[src/rtl/sort_merge_serializer.sv]
// Completes a 4-element sort of pair-sorted blocks, buffers sorted blocks in a FIFO and
// serializes them one element per cycle on a val/rdy stream.
module sort_merge_serializer #(
  parameter int unsigned nbits = 8,
  parameter int unsigned depth = 4
) (
  input  logic               clk,
  input  logic               reset,
  input  logic [4*nbits-1:0] in_,
  input  logic               in_val,
  output logic               in_rdy,
  output logic [nbits-1:0]   out,
  output logic               out_val,
  input  logic               out_rdy,
  output logic               out_last,
  output logic               ovf
);

  localparam int unsigned AW = $clog2(depth);
  localparam logic [AW:0] DepthC = (AW + 1)'(depth);

  typedef logic [nbits-1:0] elem_t;
  typedef elem_t [3:0]      blk_t;

  blk_t        in_blk, s2_d, s3_d;
  blk_t        s2_q, s3_q, ser_blk_q;
  logic        s2_val_q, s3_val_q, ser_val_q;
  logic [1:0]  idx_q;
  logic [AW:0] occ_q, wr_ptr_q, rd_ptr_q;
  logic        ovf_q;
  blk_t        fifo_q [depth];

  logic accept, hs, last_hs, fifo_empty, load;

  assign in_blk     = in_;
  assign in_rdy     = reset && (occ_q < DepthC);
  assign accept     = in_val && in_rdy;
  assign hs         = ser_val_q && out_rdy;
  assign last_hs    = hs && (idx_q == 2'd3);
  assign fifo_empty = (wr_ptr_q == rd_ptr_q);
  assign load       = (!ser_val_q || last_hs) && !fifo_empty;

  // Compare-swap networks: lower value to lower index, ties keep order.
  always_comb begin
    s2_d    = in_blk;
    s2_d[0] = (in_blk[0] <= in_blk[2]) ? in_blk[0] : in_blk[2];
    s2_d[2] = (in_blk[0] <= in_blk[2]) ? in_blk[2] : in_blk[0];
    s2_d[1] = (in_blk[1] <= in_blk[3]) ? in_blk[1] : in_blk[3];
    s2_d[3] = (in_blk[1] <= in_blk[3]) ? in_blk[3] : in_blk[1];
    s3_d    = s2_q;
    s3_d[1] = (s2_q[1] <= s2_q[2]) ? s2_q[1] : s2_q[2];
    s3_d[2] = (s2_q[1] <= s2_q[2]) ? s2_q[2] : s2_q[1];
  end

  always_ff @(posedge clk) begin
    if (s3_val_q) fifo_q[wr_ptr_q[AW-1:0]] <= s3_q;
  end

  always_ff @(posedge clk) begin
    if (!reset) begin
      s2_val_q  <= 1'b0;
      s3_val_q  <= 1'b0;
      s2_q      <= '0;
      s3_q      <= '0;
      wr_ptr_q  <= '0;
      rd_ptr_q  <= '0;
      ser_val_q <= 1'b0;
      ser_blk_q <= '0;
      idx_q     <= 2'd0;
      occ_q     <= '0;
      ovf_q     <= 1'b0;
    end else begin
      s2_val_q <= accept;
      if (accept) s2_q <= s2_d;
      s3_val_q <= s2_val_q;
      if (s2_val_q) s3_q <= s3_d;
      if (s3_val_q) wr_ptr_q <= wr_ptr_q + 1'b1;

      if (load) begin
        ser_blk_q <= fifo_q[rd_ptr_q[AW-1:0]];
        rd_ptr_q  <= rd_ptr_q + 1'b1;
        idx_q     <= 2'd0;
        ser_val_q <= 1'b1;
      end else if (last_hs) begin
        ser_val_q <= 1'b0;
        idx_q     <= 2'd0;
      end else if (hs) begin
        idx_q <= idx_q + 2'd1;
      end

      if (accept && !last_hs)      occ_q <= occ_q + 1'b1;
      else if (!accept && last_hs) occ_q <= occ_q - 1'b1;

      if (in_val && !in_rdy) ovf_q <= 1'b1;
    end
  end

  assign out_val  = ser_val_q;
  assign out      = ser_val_q ? ser_blk_q[idx_q] : '0;
  assign out_last = ser_val_q && (idx_q == 2'd3);
  assign ovf      = ovf_q;

endmodule

[config.mk]
export PLATFORM = sky130hd
export DESIGN_NAME = sort_merge_serializer
export DESIGN_NICKNAME = d
export VERILOG_FILES = /design/src/rtl/sort_merge_serializer.sv
export SDC_FILE = /design/constraint.sdc
export NUM_CORES = 1
export LEC_CHECK = 0
export CORE_MARGIN = 4
export CORE_UTILIZATION = 40
export CTS_BUF_LIST = sky130_fd_sc_hd__clkbuf_16
export CTS_CLUSTER_SIZE = 24
export DETAILED_ROUTE_END_ITERATION = 12
export MAX_ROUTING_LAYER = met4
export SETUP_SLACK_MARGIN = 0.1
export SLEW_MARGIN = 25
export SYNTH_ARGS = -nofsm -noshare
export SYNTH_HDL_FRONTEND = slang
export SYNTH_SLANG_ARGS = --single-unit
[constraint.sdc]
create_clock -name clk -period 3.05 [get_ports clk]
set_input_delay 0.7625 -clock clk [delete_from_list [all_inputs] [get_ports clk]]
set_output_delay 0.7625 -clock clk [all_outputs]
set_load 0.02 [all_outputs]
Word level (Yosys, flattened, before mapping)
Memory sizes are Yosys's and may differ from the RTL's. A register that Yosys moved wholly into a read port is not among the register bits.
Cells that the tools add are included.
{"block": "op_classes", "add_sub_neg": 5, "n_lt_le_gt_ge": 5, "eq_ne": 2, "muxes": 15, "bitwise_logic": 1, "n_reduce_logical": 19}
{"operator": "8-bit 2-to-1 mux", "count": 8}
{"operator": "8-bit <= comparator", "count": 3}
{"operator": "8-bit binary-select mux with 2-bit select", "count": 1}
{"operator": "3-bit by 1-bit adder with 3-bit output, second input constant", "count": 3}
{"operator": "1-bit logical AND", "count": 9}
{"operator": "1-bit logical NOT", "count": 6}
{"operator": "3-bit 2-to-1 mux", "count": 2}
{"operator": "1-bit 2-to-1 mux", "count": 4}
{"operator": "2-bit nonzero test", "count": 2}
{"operator": "3-bit equality test", "count": 1}
{"operator": "2-bit by 3-bit less-than comparator with 1-bit output, second input constant", "count": 1}
{"operator": "3-bit less-than comparator, second input constant", "count": 1}
{"operator": "3-bit OR reduction", "count": 1}
{"operator": "3-bit by 1-bit subtractor with 3-bit output, second input constant", "count": 1}
{"operator": "2-bit by 1-bit adder with 2-bit output, second input constant", "count": 1}
{"operator": "2-bit equality test, second input constant", "count": 1}
{"operator": "1-bit logical OR", "count": 1}
{"operator": "1-bit NOT", "count": 1}
{"block": "totals", "register_bits": 79, "ram_bits": 128, "inputBits": 36, "out_inout_bits": 12, "word_cells": 64, "mem_count": 1}
{"name": "fifo_q", "words": 4, "width": 32, "read_ports": 1, "rd_clocked_by_memory_dff": 1, "wr": 1, "line": "31", "text": "blk_t fifo_q [depth];"}

Longest topological paths before layout
Gate-level depths: netlist (run 1).
{"block": "logic_depth", "ltp_word": 7, "depth_mapped": 11, "mapped_depth_nobuf": 9}

Worst setup path before layout (run 1)
No wires, ideal clock.
{"block": "synth_timing", "kind": "in2reg", "from": "input port reset", "to": "register occ_q[2]", "arrival_ns": 2.960, "setup_slack_ns": 0.014, "path_stages": 11, "path_cell_list": "nor2b_1 -> nand2_1 -> inv_1 -> buf_2 -> buf_2 -> ha_1 -> inv_1 -> fa_1 -> xor2_1 -> or3_1 -> a21boi_0"}
{"block": "synth_via", "elab_chain_len": 5}
{"element": "start, declared", "line": "8", "text": "input logic reset,"}
{"element": "1-bit logical AND (*)", "line": "36", "text": "assign in_rdy = reset && (occ_q < DepthC);"}
{"element": "1-bit logical AND (*)", "line": "37", "text": "assign accept = in_val && in_rdy;"}
{"element": "named net accept", "line": "33", "text": "logic accept, hs, last_hs, fifo_empty, load;"}
{"element": "1-bit logical NOT", "line": "92", "text": "else if (!accept && last_hs) occ_q <= occ_q - 1'b1;"}
{"element": "1-bit logical AND", "line": "92"}
{"element": "2-bit nonzero test (no line)"}
{"element": "end signal, assigned", "line": "91", "text": "if (accept && !last_hs) occ_q <= occ_q + 1'b1;"}
{"element": "end signal, assigned", "line": "92"}
{"element": "end, declared", "line": "29", "text": "logic [AW:0] occ_q, wr_ptr_q, rd_ptr_q;"}
The timed path passes the listed nets; every way through them passes the cells marked *.
A chain may end at the register's enable or synchronous reset.

Final worst setup path (run 1)
{"block": "layout_timing", "from": "register idx_q[0]", "to": "output port out[1]"}
{"block": "layout_via", "elab_chain_len": 3}
{"element": "start, declared", "line": "28", "text": "logic [1:0] idx_q;"}
{"element": "start signal, assigned", "line": "88", "text": "idx_q <= idx_q + 2'd1;"}
{"element": "8-bit binary-select mux with 2-bit select", "line": "99", "text": "assign out = ser_val_q ? ser_blk_q[idx_q] : '0;"}
{"element": "8-bit 2-to-1 mux (implied by the code)", "line": "99"}
{"element": "8-bit 2-to-1 mux", "line": "99"}
{"element": "end, declared", "line": "12", "text": "output logic [nbits-1:0] out,"}
No other way between the ends. The select of a mux whose other input is x is not followed.

==> results of run 1 <==
==> cell usage in the layout, fill, tap and decap left out, types with 3 or more instances in the layout <==
master,n
edfxtp_1,128
dfxtp_1,108
nand3_1,82
nand2_1,54
mux4_2,40
clkdlybuf4s50_1,38
nand4_1,37
inv_1,33
o21ai_0,33
o211ai_1,32
ha_1,31
clkbuf_16,27
nor2b_1,26
buf_4,24
nand2_2,19
a21boi_2,19
mux2i_1,18
and2_1,17
a31oi_1,16
a21boi_1,14
a21oi_1,10
clkinv_1,9
o21ai_2,6
bufinv_16,6
o21a_1,5
dlygate4sd2_1,5
xnor2_1,4
xor2_1,3
dlymetal6s2s_1,3
==> registers in the layout, indices dropped and copies added (netlist names), 2 cells and up <==
register   cells
ser_blk_q     32
s3_q          32
fifo_q       128
occ_q          3
rd_ptr_q       3
s2_q          32
idx_q          2
wr_ptr_q       3
==> worst max-delay path: cells and delay by family, from the launching register on <==
kind	cells	cell delay, ns
simple gates	1	0.17
flops	1	0.39
mux	1	0.51
buf+inv	2	0.49
==> layout make-up <==
cell class	count	area share, %
flip-flops and latches	239	49.8
multi-input cells	491	32.7
well taps	330	3.38
clock inverters	22	2.05
inverters	29	0.892
clock buffers	27	5.54
repair buffers	74	5.65
==> cells by family (layout without fill, tap and decap cells) <==
group                      count (synthesis)  in the layout  share of synthesized area, %
adders and majority gates                 32             32                          3.89
AOI/OAI and AO/OA                        148            148                          10.4
and+or+nand+nor                          244            244                          12.5
buffers and inverters                     86            152                          4.14
DFF                                      239            239                          57.9
xor gates and xnor gates                   9              9                         0.896
muxes                                     58             58                          10.3
==> layer usage <==
| metal | global-route usage [%] | wire (µm) |
|---|---|---|
| met5 | - | 0 |
| met4 | 3.26 | 278 |
| met3 | 2.07 | 926 |
| met2 | 23.0 | 9530 |
| met1 | 21.9 | 10100 |
==> path summary, 6_finish.rpt <==
kind	start	to	slack [ns]	cells past startpoint
worst max-delay path	idx_q[0]$_SDFFE_PP0P_	out[1]	0.21	4
worst min-delay path	ser_blk_q[14]$_SDFFE_PN0P_	ser_blk_q[14]$_SDFFE_PN0P_	0.45	2
worst min register to register	ser_blk_q[14]$_SDFFE_PN0P_	ser_blk_q[14]$_SDFFE_PN0P_	0.45	2
worst max register to register	idx_q[1]$_SDFFE_PP0P_	occ_q[2]$_SDFFE_PN0P_	0.76	8
==> where the power goes <==
group	internal (mW)	switching (mW)
sequential	3.63	0.249
clock	2.11	1.21
combinational	0.734	0.860
total	6.47	2.32
==> stage by stage <==
step	util, %	hold WS [ns]	worst slack, ns	total power [mW]
floorplan	-	0.432	0.166	5.20
global placement	44.2	0.440	0.0230	5.56
detailed placement	44.2	0.445	0.0388	5.58
CTS	47.8	0.453	0.0752	8.93
global route	47.9	0.467	0.107	9.26
finish	47.9	0.450	0.207	8.80
==> reports/qor.yml, run 1 <==
timing:
  setup_violations: 0
  final-max-slew-violation-count: 0
  setup-tns-final_ns: 0
  rsz0062_at_grt: "no"
  maxSlewHeadroom_pct: 48.0
  max_freq_mhz: 352
  worst_slew_pin_slew_ns: 0.780
  skew_ns: 0.0168
  timing.final.crit_share_pct: 93.2
  hold_viol: 0
  min_period_ns: 2.84
detailed_routing:
  detail-route-antenna-nets: 0
  dr.pass1.iters: 4
  via_per_inst: 5.32
  remaining_drc_errors: 0
  wl_per_cell_um: 17.2
  drt-initial-drc-count: 359
  routed_wl_um: 20900
  vias: 6448
setup_path:
  crit_path_start_kind: "register"
  critical_path_required_ns: 2.29
  crit_fanout: 8
  cp-end-kind: "output pin"
  critPathArrivalTime_ns: 2.08
  crit_path_cell_trace: "buf_6, mux4_2, and2_1, dlygate4sd2_1"
  slowest_stage: "mux4_2"
  slowest_delay_ns: 0.51
  critical_path_class: "register to output pin"
logic_synthesis:
  synth_top_cell_area_share_pct: 36.7
  ys_warn_count: 0
  ys_seq_area_share_pct: 57.9
  syn_avg_cell_area_um2: 12.8
  synth.most_common_cell: "edfxtp_1"
  synth_top_cells_by_area: "edfxtp_1 37%, dfxtp_1 21%, mux4_2 8.6%, nand3_1 3.9%, ha_1 3.7%"
  synthesis.area_mm2: 0.0105
  yosysTopAreaCell: "edfxtp_1"
  synth_enable_flop_cells: 128
  synthFlopType: "edfxtp_1"
  synth_cells: 816
  synth_seq_cells: 239
  synth_common_cells: "128 x edfxtp_1, 111 x dfxtp_1, 82 x nand3_1"
  ys_types: 46
  syn-num-nets: 884
  async_flop_share_pct: 0
placed_design:
  numPortBuffers: 47
  dp.cells: 1163
  gp_congestion: 0.839
  dpl_cell_area_mm2: 0.0113
  dp_hpwl_um: 13800
cells_and_area:
  final_nets: 930
  fin_area_mm2: 0.0122
  n_antenna_cell: 0
  fillCellCount: 2273
  final_cells: 1212
  area.sequential_mm2: 0.00607
  multi_input_area_mm2: 0.00399
  drive_above_1_share_pct: 18.3
  area_delta_synth_final_pct: 16.4
clocking:
  cts_tree: "built"
  post_cts_buffers: 0
  cts_hold_buffers: 0
  h-tree-depth: 1
  cts_root_buf: "clkbuf_16"
  clk_pin_slew_worst_paths_ns: 0.06
  post_cts_resized: 8
  clock-sinks: 239
  cts_buffers: 27
  clockBufferDepth: 3
  clock_latency_ns: 0.52
floorplan:
  start_util_pct: 41.1
  fp.dieW_um: 170
  fp.dieH_um: 170
  fp.dieArea_mm2: 0.0289
  core.rowCount: 58
  core_mm2: 0.0255
  pin_count: 48
global_route:
  grt_first_pass_wirelength_um: 34300
  grt_overflow: 0
  first_global_vias: 6254
  grt_max_degree: 110
  antenna_found_initial: 0
  grt_use_total_pct: 15.1
flow_run:
  max-cap-violations: 0
power_and_ir_drop:
  power_density_mw_per_mm2: 721
  ir_drop_uv: 309
  p_leak_nw: 4.33
status:
  outcome: "finished, final reports clean"
min_path:
  holdCritPathClass: "register to register"
(Power assumes the default switching activity.)
==> run 2, diff against run 1 <==
--- a/config.mk
+++ b/config.mk
@@ -5,11 +5,13 @@
 export SDC_FILE = /design/constraint.sdc
 export NUM_CORES = 1
 export LEC_CHECK = 0
+export CAP_MARGIN = 20
 export CORE_MARGIN = 4
 export CORE_UTILIZATION = 40
 export CTS_BUF_LIST = sky130_fd_sc_hd__clkbuf_16
 export CTS_CLUSTER_SIZE = 24
 export DETAILED_ROUTE_END_ITERATION = 12
+export DONT_BUFFER_PORTS = 1
 export MAX_ROUTING_LAYER = met4
 export SETUP_SLACK_MARGIN = 0.1
 export SLEW_MARGIN = 25
==> run 2 against run 1 <==
- first-iteration DRC count shrank 7.2%
- sequential power hardly changed
- critical path type unchanged
- critical path depth is 2 lower
- sequential share of layout area rose by 3.5 points
- design area decreased by 6.6%
- global-route usage down 0.15 points
==> reports/qor.yml, run 2 (synthesis gave the netlist of run 1 again) <==
status:
  outcome: "finished, final reports clean"
timing:
  maxSlewHeadroom_pct: 33.2
  rsz0062_at_grt: "no"
  hold_viol: 0
  final-max-slew-violation-count: 0
  timing.final.crit_share_pct: 91.5
  setup-tns-final_ns: 0
  min_period_ns: 2.79
  max_freq_mhz: 358
  setup_ws_ns: 0.258
  skew_ns: 0.00774
  setup_violations: 0
  worst_slew_pin_slew_ns: 0.995
detailed_routing:
  met2_length_um: 9010
  remaining_drc_errors: 0
  dr_wl_met3_um: 1030
  via_per_inst: 5.44
  dr.pass1.iters: 4
  wl_met1_um: 10300
  routed_wl_um: 20700
  drt-initial-drc-count: 333
  detail-route-antenna-nets: 0
  wl_per_cell_um: 18.0
  route.top_layer_used: "met4"
  vias: 6235
clocking:
  clock_latency_ns: 0.50
  post_cts_resized: 0
  cts_buffers: 25
  h-tree-depth: 1
  clk_pin_slew_worst_paths_ns: 0.06
  clock-sinks: 239
  clockBufferDepth: 3
  cts_root_buf: "clkbuf_16"
  post_cts_buffers: 0
  cts_tree: "built"
  cts_hold_buffers: 0
setup_path:
  path_buf_inv: 0
  critical_path_class: "register to output pin"
  crit_cells: 2
  crit_fanout: 11
  slowest_stage: "dfxtp_1"
  crit_path_start_kind: "register"
  critical_path_required_ns: 2.29
  cp-end-kind: "output pin"
  critical_path.top_delay_family: "flip-flops"
  r2r_cells: 8
  critPathArrivalTime_ns: 2.03
  slowest_delay_ns: 0.69
  crit_path_cell_trace: "mux4_2, and2_1"
min_path:
  hold_depth: 1
  holdCritPathClass: "input port to register"
global_route:
  first_global_vias: 6070
  grt_overflow: 0
  grt_first_pass_wirelength_um: 33900
  grt_use_total_pct: 15.0
  grt_max_degree: 111
  antenna_found_initial: 0
cells_and_area:
  final_nets: 866
  final_common_cell: "edfxtp_1"
  final_cell_mix: "128 x edfxtp_1, 109 x dfxtp_1, 82 x nand3_1"
  drive_above_1_share_pct: 16.8
  final_cells: 1146
  n_antenna_cell: 0
  fin_area_mm2: 0.0114
  largest_reg_flops: 128
  post-route-util_pct: 44.7
  area_delta_synth_final_pct: 8.76
placed_design:
  gp_congestion: 0.756
  dp.cells: 1101
  dp_hpwl_um: 13500
  numPortBuffers: 0
  dpl_cell_area_mm2: 0.0107
  dp_slack_ns: 0.570
power_and_ir_drop:
  power_density_mw_per_mm2: 705
  p_leak_nw: 3.92
  ir_drop_uv: 371
floorplan:
  fp.dieW_um: 170
  fp.dieArea_mm2: 0.0289
  core.rowCount: 58
  pin_count: 48
  fp.dieH_um: 170
  start_util_pct: 41.1
  core_mm2: 0.0255
flow_run:
  max-cap-violations: 0
==> run 2: cell types whose count changed in the layout (fill, tap and decap cells not counted), sizes merged, moves of 3 or more <==
cell,previous run,this run
bufinv,6,1
inv,34,39
dlygate4sd2,5,0
dlymetal6s2s,3,0
clkdlybuf4s50,38,0
buf,28,12
==> run 2: final cells by class <==
class	count	area, µm²
flip-flops and latches	239	6070
clock inverters	20	106
inverters	29	109
fillers	2329	14100
multi-input cells	491	3990
clock buffers	25	626
repair buffers	12	90.1
well taps	330	413
==> run 2: power by group <==
part	total [mW]	internal (mW)	switching, mW
logic	1.43	0.631	0.804
clock network	2.71	1.56	1.15
registers	3.89	3.63	0.261
total	8.04	5.82	2.22
==> run 2: metal layers <==
metal | track usage [%] | vias to the layer above
met2 | 21.2 | 118
met3 | 3.39 | 27
met4 | 3.01 | 0
met5 | - | -
li1 | - | 3040
met1 | 22.2 | 3050
==> run 2: worst register-to-register path, cell delays in order (launching register included) <==
cell	delay [ns]
dfxtp_1	0.69
ha_1	0.34
nand3_1	0.27
ha_1	0.33
inv_1	0.07
fa_1	0.17
xor2_1	0.07
or3_1	0.31
a21boi_0	0.16
==> run 2: final timing paths <==
kind,startpoint,to,slack [ns]
setup / recovery,idx_q[0]$_SDFFE_PP0P_,out[3],0.26
hold / removal,reset,occ_q[0]$_SDFFE_PN0P_,0.39
setup reg to reg,idx_q[0]$_SDFFE_PP0P_,occ_q[2]$_SDFFE_PN0P_,0.57
hold reg to reg,ser_blk_q[14]$_SDFFE_PN0P_,ser_blk_q[14]$_SDFFE_PN0P_,0.45
==> run 2: through the flow <==
stage                     hold WS (ns)  power (mW)
after global routing             0.373        8.49
after CTS                        0.370        8.14
after floorplan                  0.432        5.20
final                            0.390        8.04
after detailed placement         0.449        5.42
after global placement           0.440        5.40
==> run 3, diff against run 2 <==
--- a/config.mk
+++ b/config.mk
@@ -6,10 +6,8 @@
 export NUM_CORES = 1
 export LEC_CHECK = 0
 export CAP_MARGIN = 20
-export CORE_MARGIN = 4
 export CORE_UTILIZATION = 40
 export CTS_BUF_LIST = sky130_fd_sc_hd__clkbuf_16
-export CTS_CLUSTER_SIZE = 24
 export DETAILED_ROUTE_END_ITERATION = 12
 export DONT_BUFFER_PORTS = 1
 export MAX_ROUTING_LAYER = met4
==> run 3 against run 2 <==
- clock-buffer cell count increased by 1
- clock power increased by 8.9%
- combinational power increased by 6%
- via count increased by 0.27%
- die area decreased by 6.9%
- register-to-register slack about the same
==> reports/qor.yml, run 3 (synthesis gave the netlist of run 1 again) <==
clocking:
  cts_hold_buffers: 0
  cts_tree: "built"
  post_cts_resized: 0
  clock-sinks: 239
  clock_latency_ns: 0.51
  cts_root_buf: "clkbuf_16"
  clockBufferDepth: 3
  cts_buffers: 25
  h-tree-depth: 1
  clk_pin_slew_worst_paths_ns: 0.06
  post_cts_buffers: 0
power_and_ir_drop:
  finalPower_mw: 8.31
  p_leak_nw: 3.95
  ir_drop_uv: 343
  power_density_mw_per_mm2: 722
setup_path:
  critPathArrivalTime_ns: 2.03
  crit_fanout: 11
  critical_path_class: "register to output pin"
  cp-end-kind: "output pin"
  critical_path.startpoint: "idx_q[0]$_SDFFE_PP0P_"
  r2r_start: "idx_q[0]$_SDFFE_PP0P_"
  critical_path_required_ns: 2.29
  crit_path_start_kind: "register"
flow_run:
  max-cap-violations: 0
timing:
  maxSlewHeadroom_pct: 29.8
  setup_violations: 0
  final-max-slew-violation-count: 0
  timing.final.crit_share_pct: 91.6
  skew_ns: 0.00500
  hold_viol: 0
  rsz0062_at_grt: "no"
  max_freq_mhz: 358
  setup-tns-final_ns: 0
  worst_slew_pin_slew_ns: 1.05
  min_period_ns: 2.79
cells_and_area:
  final_cell_mix: "128 x edfxtp_1, 109 x dfxtp_1, 82 x nand3_1"
  final_common_cell: "edfxtp_1"
  final_nets: 869
  area_delta_synth_final_pct: 9.80
  drive_above_1_share_pct: 18.2
  largest_reg_flops: 128
  n_antenna_cell: 0
global_route:
  grt_use_total_pct: 16.6
  grt_max_degree: 111
  grt_first_pass_wirelength_um: 34000
  antenna_found_initial: 0
  grt_overflow: 0
  first_global_vias: 6143
floorplan:
  start_util_pct: 41.1
  pin_count: 48
  fp.dieArea_mm2: 0.0268
  core.rowCount: 58
  core_mm2: 0.0255
  fp.dieW_um: 164
  fp.dieH_um: 164
detailed_routing:
  vias: 6252
  routed_wl_um: 20800
  route.top_layer_used: "met4"
  met2_length_um: 9050
  wl_per_cell_um: 18.1
  dr.pass1.iters: 4
  remaining_drc_errors: 0
  drt-initial-drc-count: 496
  detail-route-antenna-nets: 0
  via_per_inst: 5.44
  dr_wl_met3_um: 1040
  wl_met1_um: 10400
min_path:
  hp-start: "reset"
  holdCritPathClass: "input port to register"
placed_design:
  dp_hpwl_um: 13300
  gp_congestion: 0.780
  numPortBuffers: 0
status:
  outcome: "finished, final reports clean"
[run 3: changes by cell type in the layout (fill, tap and decap cells not counted)]
cell        before  now
inv_1           39   32
clkinv_4         0    3
buf_4           12   14
clkinv_1         5    3
clkinv_2         4    6
buf_12           0    1
bufinv_16        1    2
clkbuf_16       25   26
clkinvlp_4       0    1
inv_6            0    1
[run 3: worst paths after layout]
path,endpoint,slack [ns],cells after the start
hold reg to reg,ser_blk_q[1]$_SDFFE_PN0P_,0.46,2
setup reg to reg,occ_q[2]$_SDFFE_PN0P_,0.57,8
setup / recovery,out[0],0.26,2
hold / removal,occ_q[0]$_SDFFE_PN0P_,0.38,1
[run 3: final cells by class]
class / count / area (µm²)
Clock buffer: 26 / 651
Clock inverter: 19 / 155
Fill cell: 2293 / 14000
Inverter: 29 / 109
Multi-Input combinational cell: 491 / 3990
Sequential cell: 239 / 6070
Tap cell: 330 / 413
Timing Repair Buffer: 15 / 125
[run 3: power breakdown]
part	internal, mW	switching, mW	total, mW
combinational	0.664	0.857	1.52
sequential	3.63	0.210	3.84
clock	1.72	1.23	2.95
total	6.02	2.29	8.31
[run 3: through the flow]
| stage | instances | area (µm²) | utilization (%) | setup slack, ns | hold WS [ns] |
|---|---|---|---|---|---|
| final | 1149 | 11500 | 45.2 | 0.258 | 0.385 |
| after global routing | 1149 | 11500 | 45.2 | 0.136 | 0.372 |
| after CTS | 1149 | 11500 | 45.2 | 0.206 | 0.361 |
| after detailed placement | 1104 | 10700 | 42.0 | 0.584 | 0.451 |
| after global placement | 1104 | 10700 | 42.0 | 0.597 | 0.445 |
| after floorplan | 816 | 10500 | - | 0.166 | 0.432 |
[run 3: per-layer routing]
metal,vias to the layer above,track usage (%)
li1,3045,-
met1,3051,24.1
met2,135,24.2
met3,21,3.06
met4,0,3.54
met5,-,-
[run 3: critical path, stage by stage (launching register included)]
cell     delay, ns
dfxtp_1       0.69
mux4_2        0.59
and2_1        0.24
==> edit 1 (settings of run 1) <==
`depth`: 4 -> 16.
--- a/src/rtl/sort_merge_serializer.sv
+++ b/src/rtl/sort_merge_serializer.sv
@@ -3,5 +3,5 @@
 module sort_merge_serializer #(
   parameter int unsigned nbits = 8,
-  parameter int unsigned depth = 4
+  parameter int unsigned depth = 16
 ) (
   input  logic               clk,
Function: changed (Yosys sat finds a counterexample within 10 cycles, from zero or initial values and one cycle with reset low).
==> edit 1 against run 1 <==
  * Total power up 130%
  * First-iteration DRC count rose to 2.9 times the old value
  * Sequential share of layout area up 11 points
  * Sequential cell count up 390
  * Routed wire length rose to 2.7 times the old value
  * Non-clock buffer count up 43
  * Final area up 140%
  * Utilization down 1.2 points
  * Area after synthesis up 140%
  * Global-route usage up 2.2 points
  * Worst setup slack worse by 0.051 ns
  * Clock power up 130%
  * Critical path depth unchanged
  * Largest power group unchanged
==> edit 1: results (changes against run 1) <==
<table>
<tr><th>Metric</th><th>Value</th></tr>
<tr><th colspan="2">Worst setup path</th></tr>
<tr><td>Crit-path max FO</td><td>5 (-3)</td></tr>
<tr><td>CP arrival</td><td>2.13 ns (+0.05 ns)</td></tr>
<tr><td>Crit Reg-Reg Endpoint</td><td>occ_q[4]</td></tr>
<tr><th colspan="2">Finish</th></tr>
<tr><td>Largest register FFs</td><td>512 (+300%)</td></tr>
<tr><td>FILL cells</td><td>5373 (+140%)</td></tr>
<tr><td>Non-clock inverters</td><td>30 (+3.4%)</td></tr>
<tr><td>Layout net count</td><td>1634 (+76%)</td></tr>
<tr><th colspan="2">GRT</th></tr>
<tr><td>Met2 usage</td><td>28.0% (+5.0 points)</td></tr>
<tr><td>Number of global-route vias before repair</td><td>13.9k (+120%)</td></tr>
<tr><td>First-pass GRT wire length</td><td>86100 um (+150%)</td></tr>
<tr><th colspan="2">Min path</th></tr>
<tr><td>Launch point of the worst hold path</td><td>ser_blk_q[20]</td></tr>
<tr><td>Hold Path Stages</td><td>1 (-1)</td></tr>
<tr><th colspan="2">STA</th></tr>
<tr><td>Relative slew slack</td><td>31.3% (-17 points)</td></tr>
<tr><th colspan="2">Drt</th></tr>
<tr><td>Amount of wire on met3 after detailed routing</td><td>2280 um (+150%)</td></tr>
<tr><td>Met2 wire length</td><td>27200 um (+180%)</td></tr>
<tr><td>Iteration count of the initial detailed-routing pass</td><td>6 (+2)</td></tr>
<tr><td>Per-cell via count in the routed design</td><td>5.42 (+1.9%)</td></tr>
<tr><th colspan="2">Power and ir drop</th></tr>
<tr><td>Leakage dissipation</td><td>9.71 nW (+120%)</td></tr>
<tr><td>Seq group</td><td>10.0 mW (+160%)</td></tr>
<tr><th colspan="2">Synthesis</th></tr>
<tr><td>Dominant cells by area after synthesis</td><td>sky130_fd_sc_hd__edfxtp_1 (61%), sky130_fd_sc_hd__mux4_2 (12%), sky130_fd_sc_hd__dfxtp_1 (9.2%)</td></tr>
<tr><td>Mapped Nets</td><td>1538 (+74%)</td></tr>
<tr><th colspan="2">Status</th></tr>
<tr><td>Outcome</td><td>finished, final reports clean</td></tr>
<tr><th colspan="2">Placed design</th></tr>
<tr><td>Setup slack at placement</td><td>-0.141 ns (-0.179 ns)</td></tr>
<tr><td>Cell Count Post-Placement</td><td>2338 (+100%)</td></tr>
<tr><td>Final weighted congestion of routability-driven global placement</td><td>0.789 (-5.9%)</td></tr>
<tr><td>Cell area after placement</td><td>0.0273 mm^2 (+140%)</td></tr>
<tr><th colspan="2">CTS</th></tr>
<tr><td>Skew-Pair Late Insertion Delay</td><td>0.59 ns (+0.07 ns)</td></tr>
<tr><td>Number of buffers created by CTS</td><td>66 (+140%)</td></tr>
</table>
edit 1: changes by cell type in the layout (fill, tap and decap cells not counted), sizes merged, moves of 31 or more:
| cell | change |
|---|---|
| mux2 | +32 |
| a21oi | +99 |
| a21boi | -33 |
| nand3 | -49 |
| nand2 | -40 |
| mux2i | +35 |
| o2bb2ai | +32 |
| clkbuf | +47 |
| nor2 | +33 |
| o211ai | -31 |
| edfxtp | +384 |
| mux4 | +96 |
| buf | +43 |
edit 1: kinds of logic (layout without fill, tap and decap cells):
family                     after synthesis  count (layout)  synth area share (%)
and+or+nand+nor                        184             184                  3.72
adders and majority gates               35              35                  1.76
muxes                                  221             221                  15.6
AOI/OAI and AO/OA                      264             264                  6.47
xor gates and xnor gates                15              15                 0.518
DFF                                    629             629                  69.9
buffers and inverters                  119             268                  2.09
edit 1: repair_timing:
action / in CTS / in global routing
gates cloned: 0 / 0
setup buffers: 3 / 0
gates resized for setup: 13 / 6
endpoints found under the setup margin: 8 / 6
==> edit 2 (flow settings as in run 1) <==
Without the edit above. Put one more register stage on the output `ovf`, without a reset. The value now appears one clock later. The other outputs are not delayed to match.
--- a/src/rtl/sort_merge_serializer.sv
+++ b/src/rtl/sort_merge_serializer.sv
@@ -99,5 +99,7 @@
   assign out      = ser_val_q ? ser_blk_q[idx_q] : '0;
   assign out_last = ser_val_q && (idx_q == 2'd3);
-  assign ovf      = ovf_q;
+  always_ff @(posedge clk) begin
+    ovf <= ovf_q;
+  end
 
 endmodule
Function: changed (Yosys sat finds a counterexample within 10 cycles, from zero or initial values and one cycle with reset low).
==> edit 2 against run 1 <==
  * Worst setup slack worse by 0.033 ns
  * Clock power is 16% lower
  * Worst hold slack worse by 0.099 ns
  * Synthesized cell count is 0.12% higher
  * Sequential cell count is 1 higher
  * Clock skew is 0.0081 ns lower
  * Final area is 1.1% lower
  * Sequential share of layout area is 0.78 points higher
  * Area after synthesis is 0.19% higher
  * Routed wire length is 1.7% higher
  * Register-to-register slack worse by 0.06 ns
  * Total power is 5.8% lower
  * Largest power group unchanged
  * Highest routed layer unchanged
==> edit 2: results (changes against run 1) <==
<table>
<tr><th>Metric</th><th>Value</th></tr>
<tr><th colspan="2">Status</th></tr>
<tr><td>Outcome</td><td>finished, final reports clean</td></tr>
<tr><th colspan="2">Min path</th></tr>
<tr><td>Launch point of the worst hold path</td><td>ovf_q</td></tr>
<tr><td>Hold Path Stages</td><td>0 (-2)</td></tr>
<tr><td>Hold Crit Endpoint</td><td>ovf</td></tr>
<tr><th colspan="2">STA</th></tr>
<tr><td>Clock Skews</td><td>0.00875 ns (-0.00809 ns)</td></tr>
<tr><td>Worst slack on hold paths</td><td>0.351 ns (-0.0989 ns)</td></tr>
<tr><td>Worst Max-Slew Pin Slew</td><td>0.993 ns (+0.213 ns)</td></tr>
<tr><th colspan="2">CTS</th></tr>
<tr><td>Number of buffers created by CTS</td><td>25 (-7.4%)</td></tr>
<tr><th colspan="2">Synthesis</th></tr>
<tr><td>Mapped Nets</td><td>885 (+0.11%)</td></tr>
<tr><td>Most frequent cells after synthesis</td><td>sky130_fd_sc_hd__edfxtp_1 (128), sky130_fd_sc_hd__dfxtp_1 (112), sky130_fd_sc_hd__nand3_1 (82)</td></tr>
<tr><td>Post-synthesis sequential area ratio</td><td>58.0% (+0.080 points)</td></tr>
<tr><td>Dominant cells by area after synthesis</td><td>sky130_fd_sc_hd__edfxtp_1 (37%), sky130_fd_sc_hd__dfxtp_1 (21%), sky130_fd_sc_hd__mux4_2 (8.6%)</td></tr>
<tr><td>Share of synthesized cell area in full adder, half adder and majority cells</td><td>3.89% (-0.0074 points)</td></tr>
<tr><td>Xor and xnor fraction of the mapped netlist area</td><td>0.894% (-0.0017 points)</td></tr>
<tr><td>Mux contribution to synthesized area</td><td>10.3% (-0.020 points)</td></tr>
<tr><th colspan="2">Worst setup path</th></tr>
<tr><td>CP arrival</td><td>2.11 ns (+0.03 ns)</td></tr>
<tr><td>Launching point of the worst reg2reg path</td><td>idx_q[0]</td></tr>
<tr><th colspan="2">Drt</th></tr>
<tr><td>DR iter-0 viols</td><td>403 (+12%)</td></tr>
<tr><td>Per-cell via count in the routed design</td><td>5.29 (-0.52%)</td></tr>
<tr><td>Wire per inst</td><td>17.5 um (+1.6%)</td></tr>
<tr><th colspan="2">Power and ir drop</th></tr>
<tr><td>Leakage dissipation</td><td>4.23 nW (-2.2%)</td></tr>
<tr><td>Maximum VDD drop</td><td>0.392 mV (+27%)</td></tr>
<tr><th colspan="2">GRT</th></tr>
<tr><td>First-pass GRT wire length</td><td>34800 um (+1.4%)</td></tr>
<tr><td>All-Layer GR Usage</td><td>15.3% (+0.13 points)</td></tr>
<tr><th colspan="2">Finish</th></tr>
<tr><td>Fraction of layout cells with a size suffix above 1</td><td>18.3% (+0.083 points)</td></tr>
<tr><th colspan="2">Placed design</th></tr>
<tr><td>Detailed Place HPWL</td><td>13900 um (+1.1%)</td></tr>
</table>
## edit 2: metal layers
metal | GRT usage, % | vias up | share of wire [%]
met1 | 21.3 | 3113 | 47
met2 | 23.9 | 119 | 47
li1 | - | 3160 | -
met4 | 3.47 | 0 | 1.7
met5 | - | - | 0
met3 | 2.09 | 28 | 4.1
## edit 2: critical path: stages, from the launching register on
cell and delay [ns]:
sky130_fd_sc_hd__dfxtp_4 0.41, sky130_fd_sc_hd__mux4_2 0.50, sky130_fd_sc_hd__and2_1 0.17, sky130_fd_sc_hd__clkdlybuf4s50_1 0.53
## edit 2: final cells by class
cell class,count,area [um^2],share of cell area [%]
Clock buffer,25,626,5.19
Tap cell,335,419,3.48
Multi-Input combinational cell,491,3990,33.1
Sequential cell,240,6100,50.6
Timing Repair Buffer,73,689,5.72
Inverter,29,109,0.903
Clock inverter,20,130,1.08
## edit 2: cells by family (layout without fill, tap and decap cells)
group | count (synthesis) | in the layout
muxes | 58 | 58
DFF | 240 | 240
buffers and inverters | 86 | 147
and+or+nand+nor | 244 | 244
AOI/OAI and AO/OA | 148 | 148
xor gates and xnor gates | 9 | 9
adders and majority gates | 32 | 32
## edit 2: power breakdown
| group | switching [mW] | internal (mW) |
|---|---|---|
| sequential | 0.262 | 3.65 |
| clock | 1.20 | 1.58 |
| combinational | 0.859 | 0.741 |
| total | 2.32 | 5.97 |
## edit 2: per-stage QoR
step	setup slack, ns	cells	util (%)	instance area, um^2	setup TNS (ns)
final	0.174	1213	46.5	12100	0
after global routing	0.104	1213	46.5	12100	0
after CTS	0.0645	1213	46.5	12000	0
after detailed placement	0.252	1168	43.6	11300	0
after global placement	-0.0614	1168	43.5	11300	-0.588
after floorplan	0.166	817	-	10500	0
## edit 2: worst max path at each step
stage / from / endpoint / slack [ns] / depth (start not counted)
global placement: in_[0] / s2_q[23] / -0.06 / 7
finish: idx_q[1] / out[5] / 0.17 / 3
CTS: idx_q[0] / out[4] / 0.06 / 3
detailed placement: in_[17] / s2_q[19] / 0.25 / 9
floorplan: reset / occ_q[2] / 0.17 / 11
global route: idx_q[1] / out[5] / 0.10 / 3
